===== src/rtl/fifo_pkg.sv =====
// Shared types and helpers for the single-clock FIFO and its memory.
// Pointer width includes one extra wrap bit above the address bits.
package fifo_pkg;

    localparam int FWFT_OFF = 0;
    localparam int FWFT_ON  = 1;

    typedef struct packed {
        logic overflow;
        logic underflow;
    } fifo_err_t;

    function automatic int ptr_w(input int depth);
        return $clog2(depth) + 1;
    endfunction

endpackage


===== src/rtl/fifo_mem.sv =====
// DATA_WIDTH x DEPTH dual-port storage: synchronous write, asynchronous read.
// Contents are intentionally not reset.
module fifo_mem #(
    parameter int DATA_WIDTH = 8,
    parameter int DEPTH      = 16,
    parameter int AW         = $clog2(DEPTH)
) (
    input  logic                  clk,
    input  logic                  we,
    input  logic [AW-1:0]         waddr,
    input  logic [DATA_WIDTH-1:0] wdata,
    input  logic [AW-1:0]         raddr,
    output logic [DATA_WIDTH-1:0] rdata
);

    logic [DATA_WIDTH-1:0] mem [DEPTH];

    always_ff @(posedge clk) begin
        if (we) begin
            mem[waddr] <= wdata;
        end
    end

    assign rdata = mem[raddr];

endmodule


===== src/rtl/sync_fifo_param.sv =====
// Single-clock FIFO with optional first-word-fall-through, almost thresholds,
// live fill count, synchronous flush and sticky overflow/underflow flags.
module sync_fifo_param
    import fifo_pkg::*;
#(
    parameter int DATA_WIDTH = 8,
    parameter int DEPTH      = 16,
    parameter int AF_LEVEL   = 14,
    parameter int AE_LEVEL   = 2,
    parameter int FWFT       = FWFT_OFF
) (
    input  logic                    clk,
    input  logic                    rst,
    input  logic                    flush,
    input  logic                    w_en,
    input  logic [DATA_WIDTH-1:0]   data_in,
    input  logic                    r_en,
    output logic [DATA_WIDTH-1:0]   data_out,
    output logic                    full,
    output logic                    empty,
    output logic                    almost_full,
    output logic                    almost_empty,
    output logic [ptr_w(DEPTH)-1:0] count,
    output logic                    overflow,
    output logic                    underflow,
    input  logic                    clr_err
);

    localparam int PW = ptr_w(DEPTH);
    localparam int AW = PW - 1;

    if ((DEPTH < 4) || ((DEPTH & (DEPTH - 1)) != 0)) begin : g_bad_depth
        $error("sync_fifo_param: DEPTH must be a power of 2 and at least 4");
    end
    if ((AF_LEVEL < 1) || (AF_LEVEL > DEPTH)) begin : g_bad_af
        $error("sync_fifo_param: AF_LEVEL must be within 1..DEPTH");
    end
    if ((AE_LEVEL < 0) || (AE_LEVEL > DEPTH - 1)) begin : g_bad_ae
        $error("sync_fifo_param: AE_LEVEL must be within 0..DEPTH-1");
    end

    logic [PW-1:0]         wr_ptr;
    logic [PW-1:0]         rd_ptr;
    logic [PW-1:0]         count_q;
    fifo_err_t             err_q;
    fifo_err_t             err_set;
    logic                  wr_acc;
    logic                  rd_acc;
    logic [DATA_WIDTH-1:0] mem_rdata;

    // Handshake: a write is taken on any edge where w_en=1 and full=0, a read
    // on any edge where r_en=1 and empty=0; a request against full/empty is
    // dropped and latched as an error. flush wins over both and sets nothing.
    assign wr_acc = w_en & ~full  & ~flush;
    assign rd_acc = r_en & ~empty & ~flush;

    assign err_set.overflow  = w_en & full  & ~flush;
    assign err_set.underflow = r_en & empty & ~flush;

    assign full  = (wr_ptr[AW-1:0] == rd_ptr[AW-1:0]) && (wr_ptr[AW] != rd_ptr[AW]);
    assign empty = (wr_ptr == rd_ptr);

    assign count        = count_q;
    assign almost_full  = (count_q >= PW'(AF_LEVEL));
    assign almost_empty = (count_q <= PW'(AE_LEVEL));
    assign overflow     = err_q.overflow;
    assign underflow    = err_q.underflow;

    always_ff @(posedge clk) begin
        if (rst || flush) begin
            wr_ptr  <= '0;
            rd_ptr  <= '0;
            count_q <= '0;
        end else begin
            if (wr_acc) begin
                wr_ptr <= wr_ptr + PW'(1);
            end
            if (rd_acc) begin
                rd_ptr <= rd_ptr + PW'(1);
            end
            if (wr_acc && !rd_acc) begin
                count_q <= count_q + PW'(1);
            end else if (rd_acc && !wr_acc) begin
                count_q <= count_q - PW'(1);
            end
        end
    end

    // A new error event in the same cycle as clr_err keeps the flag set.
    always_ff @(posedge clk) begin
        if (rst) begin
            err_q <= '0;
        end else begin
            err_q.overflow  <= err_set.overflow  | (err_q.overflow  & ~clr_err);
            err_q.underflow <= err_set.underflow | (err_q.underflow & ~clr_err);
        end
    end

    fifo_mem #(
        .DATA_WIDTH (DATA_WIDTH),
        .DEPTH      (DEPTH),
        .AW         (AW)
    ) u_mem (
        .clk   (clk),
        .we    (wr_acc),
        .waddr (wr_ptr[AW-1:0]),
        .wdata (data_in),
        .raddr (rd_ptr[AW-1:0]),
        .rdata (mem_rdata)
    );

    if (FWFT == FWFT_ON) begin : g_fwft
        assign data_out = mem_rdata;
    end else begin : g_reg_read
        logic [DATA_WIDTH-1:0] data_q;

        always_ff @(posedge clk) begin
            if (rst) begin
                data_q <= '0;
            end else if (rd_acc) begin
                data_q <= mem_rdata;
            end
        end

        assign data_out = data_q;
    end

endmodule

===== config.mk =====
export PLATFORM = sky130hd
export DESIGN_NAME = sync_fifo_param
export DESIGN_NICKNAME = d
export VERILOG_FILES = /design/src/rtl/fifo_pkg.sv /design/src/rtl/fifo_mem.sv /design/src/rtl/sync_fifo_param.sv
export SDC_FILE = /design/constraint.sdc
export NUM_CORES = 1
export LEC_CHECK = 0
export BUFFER_PORTS_ARGS = -buffer_cell sky130_fd_sc_hd__buf_2
export CORE_MARGIN = 10
export CORE_UTILIZATION = 57
export CTS_BUF_LIST = sky130_fd_sc_hd__clkbuf_2
export DETAILED_ROUTE_END_ITERATION = 10
export PLACE_DENSITY_LB_ADDON = 0.3
export RECOVER_POWER = 100
export SLEW_MARGIN = 10
export SYNTH_ARGS = -nofsm -noshare
export SYNTH_HDL_FRONTEND = slang
export SYNTH_SLANG_ARGS = --single-unit

===== constraint.sdc =====
create_clock -name clk -period 5.45 [get_ports clk]
set_input_delay 0.545 -clock clk [delete_from_list [all_inputs] [get_ports clk]]
set_output_delay 0.545 -clock clk [all_outputs]
set_load 0.02 [all_outputs]

==> flow_metrics.env, run 1 <==
export IMPL_place_area_um2=6579
export IMPL_synth_edf_count=128
export IMPL_die_height_um=125.5
export IMPL_min_to="overflow"
export IMPL_cpPeakStageDelay_ns=0.83
export IMPL_routabilityCongestion=0.7736
export IMPL_hold_path_class="in2reg"
export IMPL_max_slew_margin_pct=25.32
export IMPL_dp_slack_ns=1.958
export IMPL_syn_cell_area_um2=6345
export IMPL_synthTopCellsByCount="edfxtp_1 (128), dfxtp_1 (25), nor2_1 (25)"
export IMPL_layout_nets=434
export IMPL_multi_input_area_um2=1814
export IMPL_vias_per_cell=5.865
export IMPL_whs_path_depth=4
export IMPL_r2r_slack_ns=1.50
export IMPL_clock_latency_ns=0.69
export IMPL_finalSetupTns_ns=0
export IMPL_initial_core_util_pct=58.27
export IMPL_yosys_warnings=0
export IMPL_grt_pass1_wl_um=18690
export IMPL_placementRows=38
export IMPL_critPathKind="reg2reg"
export IMPL_ir_drop_mv=0.1306
export IMPL_final_util_pct=61.93
export IMPL_cts_buffers=17
export IMPL_dp_hpwl_um=7542
export IMPL_placed_cells=531
export IMPL_fillCellCount=814
export IMPL_path_cells="xor2_1, nor4_1, a21boi_2, ha_1, inv_1, ha_1, nor2b_1, o21a_1, or3_1, a21oi_1, mux2i_1"
export IMPL_skew_ns=0.03154
export IMPL_min_from="clr_err"
export IMPL_crit_fanout=20
export IMPL_vias=3302
export IMPL_cts_root_buffer="clkbuf_2"
export IMPL_cts_tree="done"
export IMPL_io_pins=33
export IMPL_p_leak_nw=2.180
export IMPL_timing_rr_end="count[4]"
export IMPL_max_freq_mhz=253.3
export IMPL_post_cts_buffers=0
export IMPL_overflow=0
export IMPL_cp_slowest_cell="dfxtp_1"
export IMPL_tightest_slew_ns=1.112
export IMPL_final_cells=563
export IMPL_drv_cap=0
export IMPL_async_flop_share_pct=0
export IMPL_grt_usage_pct=15.10
export IMPL_coreArea_um2=10890
export IMPL_grt_pass1_vias=3480
export IMPL_synth_cell_types=41
export IMPL_ys_seq_area_share_pct=68.47
export IMPL_synth_top_area_cell="edfxtp_1"
export IMPL_first_pass_iters=4
export IMPL_setup_ws_ns=1.502
export IMPL_cts_resized=0
export IMPL_ant_nets=0
export IMPL_diodes=0
export IMPL_register_area_um2=4347
export IMPL_synth_top_area_share_pct=60.58
export IMPL_die_area_um2=15750
export IMPL_synthCells=377
export IMPL_die_x_um=125.5
export IMPL_antenna_found_initial=0
export IMPL_worstSetupStartpointType="flop"
export IMPL_rr_startpoint="rd_ptr[3]"
export IMPL_htreeDepth=4
export IMPL_drive_above_1_share_pct=21.51
export IMPL_ff2ff_path_depth=11
export IMPL_status="completed"
export IMPL_grt_max_degree=46
export IMPL_drc=0
export IMPL_fin_area_um2=6743
export IMPL_power_total_mw=1.943
export IMPL_fin_crit_ns=3.948
export IMPL_maxSlewViolCount=0
export IMPL_synth_top_flop_cell="edfxtp_1"
export IMPL_worstPathArrival_ns=4.59
export IMPL_synth_most_common_cell="edfxtp_1"
export IMPL_crit_top_cell="ha_1"
export IMPL_synthesis_nets=401
export IMPL_port_buffers=32
export IMPL_period_share_pct=72.44
export IMPL_ctsHoldBuffers=0
export IMPL_hold_violations=0
export IMPL_ys_ff_latch=153
export IMPL_wl_um=11570
export IMPL_clock_sinks=153
export IMPL_syn_to_final_growth_pct=6.271
export IMPL_rsz0062_at_grt="no"
export IMPL_worstPathRequired_ns=6.09
export IMPL_clockBufferDepth=2
export IMPL_setup_violations=0
export IMPL_clk_pin_slew_ns=0.21
export IMPL_hold_worst_slack_ns=0.1646
export IMPL_end_kind="flop"
export IMPL_wl_per_cell_um=20.55
export IMPL_yosys_top_cells_area="edfxtp_1 (61%), mux4_2 (8.5%), dfxtp_1 (7.9%)"
export IMPL_drt_iter0_drc=234
export IMPL_syn_area_per_cell_um2=16.83
export IMPL_power_density_nw_per_um2=288.2
## state kept, by name (all words and copies together), names as in the netlist
register / count
data_out: 8
u_mem.mem: 128
underflow: 1
overflow: 1
count: 5
rd_ptr: 5
wr_ptr: 5
## power breakdown
group          internal, mW  switching, mW  total [mW]
Combinational        0.0242         0.0484      0.0726
Sequential             1.27        0.00466        1.28
Clock                 0.208          0.386       0.593
Total                  1.50          0.439        1.94
## worst max-delay path by stage
stage               from  cells past startpoint  slack [ns]  endpoint
6_report       rd_ptr[3]                     11        1.50  count[4]
3_3_place_gp   rd_ptr[3]                     13        2.07  count[4]
4_1_cts        rd_ptr[3]                     13        1.90  count[4]
3_5_place_dp   rd_ptr[3]                     13        1.96  count[4]
2_1_floorplan  rd_ptr[1]                     14        2.48  count[4]
5_1_grt        rd_ptr[3]                     11        1.13  count[4]
## worst max-delay path, delay by kind of cell, from the launching register on
family / cells / cell delay (ns)
fa+ha+maj: 2 / 0.61
buf+inv: 1 / 0.12
mux: 1 / 0.19
flops: 1 / 0.83
compound gates: 3 / 0.73
simple gates: 3 / 1.27
xor+xnor: 1 / 0.15
## kinds of logic after synthesis
logic type               after synthesis  synth area share [%]
buffers and inverters                 28                 2.465
flip-flops                           153                 68.47
AND/OR/NAND/NOR                       69                 5.758
AO/OA/AOI/OAI                         51                 5.995
adder cells (fa/ha/maj)               10                 2.090
multiplexers                          54                 13.57
XOR/XNOR                              12                 1.656
## final cells by class
| class | instances | share of cell area, % |
|---|---|---|
| Clock inverter | 13 | 1.948 |
| Sequential cell | 153 | 64.46 |
| Tap cell | 140 | 2.598 |
| Multi-Input combinational cell | 196 | 26.91 |
| Inverter | 6 | 0.3340 |
| Clock buffer | 19 | 1.410 |
| Timing Repair Buffer | 36 | 2.338 |
## cell usage in the layout, fill, tap and decap left out, types with 8 or more instances in the layout
| cell type | Yosys | layout |
|---|---|---|
| nor2b_1 | 8 | 8 |
| o22ai_1 | 8 | 8 |
| dfxtp_1 | 25 | 23 |
| mux2i_1 | 14 | 14 |
| mux2_2 | 16 | 16 |
| a211oi_1 | 8 | 11 |
| clkbuf_1 | 6 | 26 |
| mux4_2 | 24 | 24 |
| clkbuf_2 | 2 | 19 |
| edfxtp_1 | 128 | 128 |
| and3_1 | 14 | 14 |
| a21oi_1 | 17 | 17 |
| ha_1 | 9 | 9 |
| nor2_1 | 25 | 25 |
## metal layers
layer / share of wire (%) / track usage [%]
met3: 5.7 / 4.563
met2: 50 / 24.37
met1: 43 / 18.77
met5: 0 / 0
met4: 1.3 / 5.623
(Power assumes the default switching activity.)
==> inputs of run 2 (changes only) <==
--- a/config.mk
+++ b/config.mk
@@ -5,6 +5,7 @@
 export SDC_FILE = /design/constraint.sdc
 export NUM_CORES = 1
 export LEC_CHECK = 0
+export ABC_AREA = 1
 export BUFFER_PORTS_ARGS = -buffer_cell sky130_fd_sc_hd__buf_2
 export CORE_MARGIN = 10
 export CORE_UTILIZATION = 57
==> constraint.sdc (replaced) <==
create_clock -name clk -period 3.7 [get_ports clk]
set_input_delay 0.37 -clock clk [delete_from_list [all_inputs] [get_ports clk]]
set_output_delay 0.37 -clock clk [all_outputs]
set_load 0.02 [all_outputs]
==> flow_metrics.env, run 2 <==
export IMPL_status="completed"
export IMPL_yosys_top_cells_area="edfxtp_1 (56%), nand2_1 (8.8%), dfxtp_1 (7.3%)"
export IMPL_vias=4857
export IMPL_clockBufferDepth=2
export IMPL_crit_fanout=15
export IMPL_clk_pin_slew_ns=0.22
export IMPL_end_kind="flop"
export IMPL_cpPeakStageDelay_ns=0.70
export IMPL_cts_tree="done"
export IMPL_die_x_um=129.4
export IMPL_hold_violations=0
export IMPL_finalSetupTns_ns=0
export IMPL_coreArea_um2=11560
export IMPL_rr_startpoint="rd_ptr[2]"
export IMPL_hold_worst_slack_ns=0.03272
export IMPL_ys_seq_area_share_pct=63.69
export IMPL_path_cells="inv_1, nand2_1, nand2_1, nor2_2, nand3_2, nand2_1, inv_2, ha_1, fa_1, inv_1, nand2_1, nand2_1, nand2_1, a21o_1, nand2_1, nand2_1, a21oi_1"
export IMPL_synthTopCellsByCount="nand2_1 (159), edfxtp_1 (128), nor2_1 (104)"
export IMPL_syn_area_per_cell_um2=9.647
export IMPL_grt_pass1_wl_um=24270
export IMPL_top_usage_layer="met2"
export IMPL_dp_hpwl_um=10220
export IMPL_async_flop_share_pct=0
export IMPL_synth_compound_area_share_pct=4.696
export IMPL_p_comb_share_pct=5.0
export IMPL_drv_cap=0
export IMPL_power_share_clock_pct=31.0
export IMPL_first_pass_iters=5
export IMPL_drive_above_1_share_pct=6.383
export IMPL_max_freq_mhz=313.6
export IMPL_synth_edf_count=128
export IMPL_grt_usage_pct=18.92
export IMPL_synth_top_area_cell="edfxtp_1"
export IMPL_crit_buf_inv=3
export IMPL_cp_slowest_cell="dfxtp_1"
export IMPL_wl_per_cell_um=17.07
export IMPL_ys_ff_latch=153
export IMPL_die_area_um2=16740
export IMPL_worstPathRequired_ns=4.38
export IMPL_power_density_nw_per_um2=404.6
export IMPL_synth_top_flop_cell="edfxtp_1"
export IMPL_routabilityCongestion=0.9147
export IMPL_syn_to_final_growth_pct=6.916
export IMPL_synth_cell_types=28
export IMPL_power_total_mw=2.950
export IMPL_grt_max_degree=66
export IMPL_groute_layer_met1_usage_pct=22.58
export IMPL_p_int_mw=2.225
export IMPL_synthCells=707
export IMPL_cts_buffers=17
export IMPL_synthesis_nets=731
export IMPL_final_util_pct=63.05
export IMPL_wl_um=15280
export IMPL_largest_register_ffs=128
export IMPL_p_leak_nw=3.010
export IMPL_fin_crit_ns=3.189
export IMPL_overflow=0
export IMPL_ir_drop_mv=0.2969
export IMPL_critPathKind="reg2reg"
export IMPL_vias_per_cell=5.427
export IMPL_max_slew_margin_pct=32.18
export IMPL_yosys_warnings=0
export IMPL_min_from="w_en"
export IMPL_fin_area_um2=7292
export IMPL_cts_root_buffer="clkbuf_2"
export IMPL_drc=0
export IMPL_rsz0062_at_grt="no"
export IMPL_drt_iter0_drc=456
export IMPL_p_sw_uw=724.9
export IMPL_synth_fa_ha_area_share_pct=1.945
export IMPL_synth_top_family_by_area="simple AND/OR/NAND/NOR gates"
export IMPL_final_cell_mix="nand2_1 (160), edfxtp_1 (128), nor2_1 (104), inv_1 (102), nand3_1 (69)"
export IMPL_maxSlewViolCount=0
export IMPL_synthMuxAreaShare_pct=0
export IMPL_crit_top_cell="nand2_1"
export IMPL_port_buffers=32
export IMPL_place_area_um2=7052
export IMPL_mostFrequentLayoutCell="nand2_1"
export IMPL_htreeDepth=4
export IMPL_layout_nets=763
export IMPL_skew_ns=0.02323
export IMPL_syn_cell_area_um2=6820
export IMPL_clock_latency_ns=0.74
export IMPL_synth_most_common_cell="nand2_1"
export IMPL_path_delay_family="simple AND/OR/NAND/NOR gates"
export IMPL_placementRows=39
export IMPL_synth_top_area_share_pct=56.36
export IMPL_grt_pass1_vias=4749
export IMPL_largest_register="u_mem.mem"
export IMPL_ant_nets=0
export IMPL_initial_core_util_pct=58.97
export IMPL_synthXorXnorAreaFrac_pct=1.284
export IMPL_cp_startpoint="rd_ptr[2]"
export IMPL_diodes=0
export IMPL_hold_path_class="in2reg"
export IMPL_grtUsageMet3_pct=3.303
export IMPL_period_share_pct=86.19
export IMPL_setup_violations=0
export IMPL_seqPwrFrac_pct=64.0
export IMPL_worstPathArrival_ns=3.87
export IMPL_clock_sinks=153
export IMPL_switching_share_pct=24.57
export IMPL_die_height_um=129.4
export IMPL_antenna_found_initial=0
export IMPL_io_pins=33
export IMPL_tightest_slew_ns=1.017
export IMPL_use_met2_pct=33.24
export IMPL_worstSetupStartpointType="flop"
export IMPL_cts_resized=0
export IMPL_synthSimpleGateAreaFrac_pct=20.45
==> run 2: per-layer routing <==
layer / share of wire, % / vias to the layer above
met3: 7.0 / 41
met2: 51 / 191
met1: 39 / 2281
li1: - / 2344
met5: 0 / -
met4: 2.8 / 0
==> run 2: final timing paths <==
path              slack [ns]  depth (start not counted)        end
hold reg to reg         0.50                          2  underflow
setup reg to reg        0.51                         17   count[4]
hold / removal          0.03                          5  wr_ptr[4]
setup / recovery        0.51                         17   count[4]
==> run 2: logic make-up (layout without fill, tap and decap cells) <==
group / count (synthesis) / after routing
xor+xnor: 10 / 10
buf+inv: 134 / 179
fa+ha+maj: 10 / 10
simple gates: 338 / 338
flops: 153 / 153
compound gates: 62 / 62
==> run 2: stage by stage <==
stage | instances | worst slack (ns)
final | 895 | 0.5109
after global routing | 895 | 0.2410
after global placement | 859 | 0.9262
after detailed placement | 859 | 0.7906
after floorplan | 707 | 1.330
after CTS | 895 | 0.7142
==> run 2: final cells by class <==
cell class              count  area, um^2
fillers                   937        4273
flip-flops and latches    153        4344
clock inverters            15       155.1
well taps                 143       178.9
multi-input cells         420        1933
inverters                 107       401.6
clock buffers              17       85.08
repair buffers             40       193.9
==> run 2: timing repair <==
action / 4_1_cts / 5_1_grt
endpoints found under the setup margin: 0 / 0
hold buffers: 4 / 0
buffers inserted: 0 / 0
endpoints found under the hold margin: 8 / 0
==> run 2: power by group through the flow <==
stage / sequential (mW) / combinational [mW] / clock (mW)
after global placement: 1.92 / 0.142 / 0
after global routing: 1.89 / 0.165 / 0.995
after CTS: 1.89 / 0.154 / 0.917
after detailed placement: 1.92 / 0.150 / 0
after floorplan: 1.93 / 0.0777 / 0
final: 1.89 / 0.149 / 0.914
==> run 2: worst min-delay path, cell delays in order <==
cell	delay [ns]
buf_2	0.10
inv_1	0.04
nor2_1	0.08
nand3_1	0.10
a21oi_1	0.06
==> inputs of run 3 (changes only) <==
==> constraint.sdc (replaced) <==
create_clock -name clk -period 2.6 [get_ports clk]
set_input_delay 0.26 -clock clk [delete_from_list [all_inputs] [get_ports clk]]
set_output_delay 0.26 -clock clk [all_outputs]
set_load 0.02 [all_outputs]
==> flow_metrics.env, run 3 (synthesized netlist as in run 2, its figures left out) <==
export IMPL_cp_slowest_cell="dfxtp_4"
export IMPL_die_area_um2=16740
export IMPL_fin_crit_ns=2.398
export IMPL_setup_ws_ns=0.2021
export IMPL_ir_drop_mv=0.3928
export IMPL_rsz0062_at_grt="no"
export IMPL_clk_pin_slew_ns=0.22
export IMPL_status="completed"
export IMPL_first_pass_iters=5
export IMPL_wl_per_cell_um=17.06
export IMPL_place_area_um2=7232
export IMPL_power_total_mw=4.354
export IMPL_switching_share_pct=22.78
export IMPL_port_buffers=32
export IMPL_crit_top_cell="nand2_1"
export IMPL_die_height_um=129.4
export IMPL_dp_slack_ns=0.1096
export IMPL_cts_buffers=17
export IMPL_worstPathRequired_ns=2.99
export IMPL_final_cell_mix="nand2_1 (160), edfxtp_1 (128), nor2_1 (104), inv_1 (101), nand3_1 (69)"
export IMPL_crit_fanout=8
export IMPL_clock_latency_ns=0.73
export IMPL_coreArea_um2=11560
export IMPL_p_leak_nw=3.133
export IMPL_clock_sinks=153
export IMPL_io_pins=33
export IMPL_maxSlewViolCount=0
export IMPL_grt_pass1_wl_um=25120
export IMPL_path_cells="inv_1, nand2_1, nand2_1, nor2_4, nand3_2, nand2_2, inv_1, clkbuf_1, nand2_1, nor2_1, clkbuf_1"
export IMPL_max_slew_margin_pct=30.18
export IMPL_end_kind="flop"
export IMPL_p_int_mw=3.362
export IMPL_whs_path_depth=5
export IMPL_ant_nets=0
export IMPL_layout_nets=798
export IMPL_largest_register="u_mem.mem"
export IMPL_setup_violations=0
export IMPL_hold_violations=0
export IMPL_cts_tree="done"
export IMPL_mostFrequentLayoutCell="nand2_1"
export IMPL_crit_buf_inv=4
export IMPL_drive_above_1_share_pct=8.270
export IMPL_cp_startpoint="wr_ptr[0]"
export IMPL_antenna_found_initial=0
export IMPL_vias=4997
export IMPL_syn_to_final_growth_pct=10.95
export IMPL_skew_ns=0.02596
export IMPL_period_share_pct=92.23
export IMPL_tightest_slew_ns=1.047
export IMPL_cp_num_cells=11
export IMPL_timing_rr_end="u_mem.mem[9][0]"
export IMPL_largest_register_ffs=128
export IMPL_finalSetupTns_ns=0
export IMPL_seqPwrFrac_pct=61.6
export IMPL_die_x_um=129.4
export IMPL_routabilityCongestion=0.8824
export IMPL_ff2ff_path_depth=11
export IMPL_drv_cap=0
export IMPL_endpoint="u_mem.mem[9][0]"
export IMPL_cpPeakStageDelay_ns=0.41
export IMPL_grt_usage_pct=19.76
export IMPL_worstPathArrival_ns=2.78
export IMPL_power_share_clock_pct=33.1
export IMPL_htreeDepth=4
export IMPL_dp_hpwl_um=10390
export IMPL_diodes=0
export IMPL_placementRows=39
export IMPL_hold_path_class="in2reg"
export IMPL_rr_startpoint="wr_ptr[0]"
export IMPL_overflow=0
export IMPL_cts_root_buffer="clkbuf_2"
export IMPL_post_cts_buffers=0
export IMPL_r2r_slack_ns=0.20
export IMPL_initial_core_util_pct=58.97
export IMPL_critPathKind="reg2reg"
export IMPL_vias_per_cell=5.379
export IMPL_wl_um=15850
export IMPL_p_sw_uw=992.0
export IMPL_power_density_nw_per_um2=575.4
export IMPL_worstSetupStartpointType="flop"
export IMPL_grt_pass1_vias=4949
export IMPL_max_freq_mhz=417.0
export IMPL_drc=0
export IMPL_drt_iter0_drc=520
export IMPL_grt_max_degree=68
export IMPL_fin_area_um2=7567
export IMPL_clockBufferDepth=2
export IMPL_path_delay_family="buffers and inverters"
export IMPL_p_comb_share_pct=5.3
-- run 3: how the worst min path moves through the flow --
stage / end / startpoint
floorplan: u_mem.mem[0][0] / data_in[0]
global placement: overflow / overflow
detailed placement: underflow / underflow
CTS: rd_ptr[0] / flush
global route: rd_ptr[0] / flush
finish: rd_ptr[0] / flush
-- run 3: cell type report --
| cell class | instances | area [um^2] |
|---|---|---|
| Fill cell | 941 | 3998 |
| Sequential cell | 153 | 4358 |
| Tap cell | 143 | 178.9 |
| Clock inverter | 13 | 178.9 |
| Clock buffer | 18 | 90.09 |
| Multi-Input combinational cell | 420 | 1936 |
| Timing Repair Buffer | 75 | 424.2 |
| Inverter | 107 | 401.6 |
-- run 3: stage by stage --
stage | utilization (%) | hold slack (ns) | instances
after detailed placement | 62.53 | 0.4562 | 883
final | 65.43 | 0.4217 | 929
after floorplan | - | 0.3589 | 707
after global placement | 62.53 | 0.4508 | 883
after global routing | 65.43 | 0.4065 | 929
after CTS | 66.16 | 0.3757 | 929
-- run 3: power by group through the flow --
stage / combinational, mW / clock, mW / sequential [mW]
final: 0.229 / 1.44 / 2.68
after global routing: 0.255 / 1.58 / 2.68
after CTS: 0.238 / 1.46 / 2.68
after detailed placement: 0.220 / 0 / 2.74
after global placement: 0.214 / 0 / 2.73
after floorplan: 0.111 / 0 / 2.74
-- run 3: worst reg2reg max path, delay by kind of cell (launching register included) --
family                 cells  cell delay [ns]
buffers and inverters      4             0.86
and+or+nand+nor            7             0.80
DFF                        1             0.41
-- run 3: what timing repair did --
item / CTS / global route
hold buffers: 15 / 0
endpoints found under the setup margin: 0 / 2
hold endpoints to repair: 151 / 0
gates resized for setup: 0 / 10
-- run 3: layer usage --
metal  up-vias  part of all wire, %  global-route usage [%]
met1      2348                   40                   23.51
met3        47                  6.2                   4.364
li1       2408                    -                       -
met2       194                   51                   33.39
met5         -                    0                       0
met4         0                  3.0                   9.632
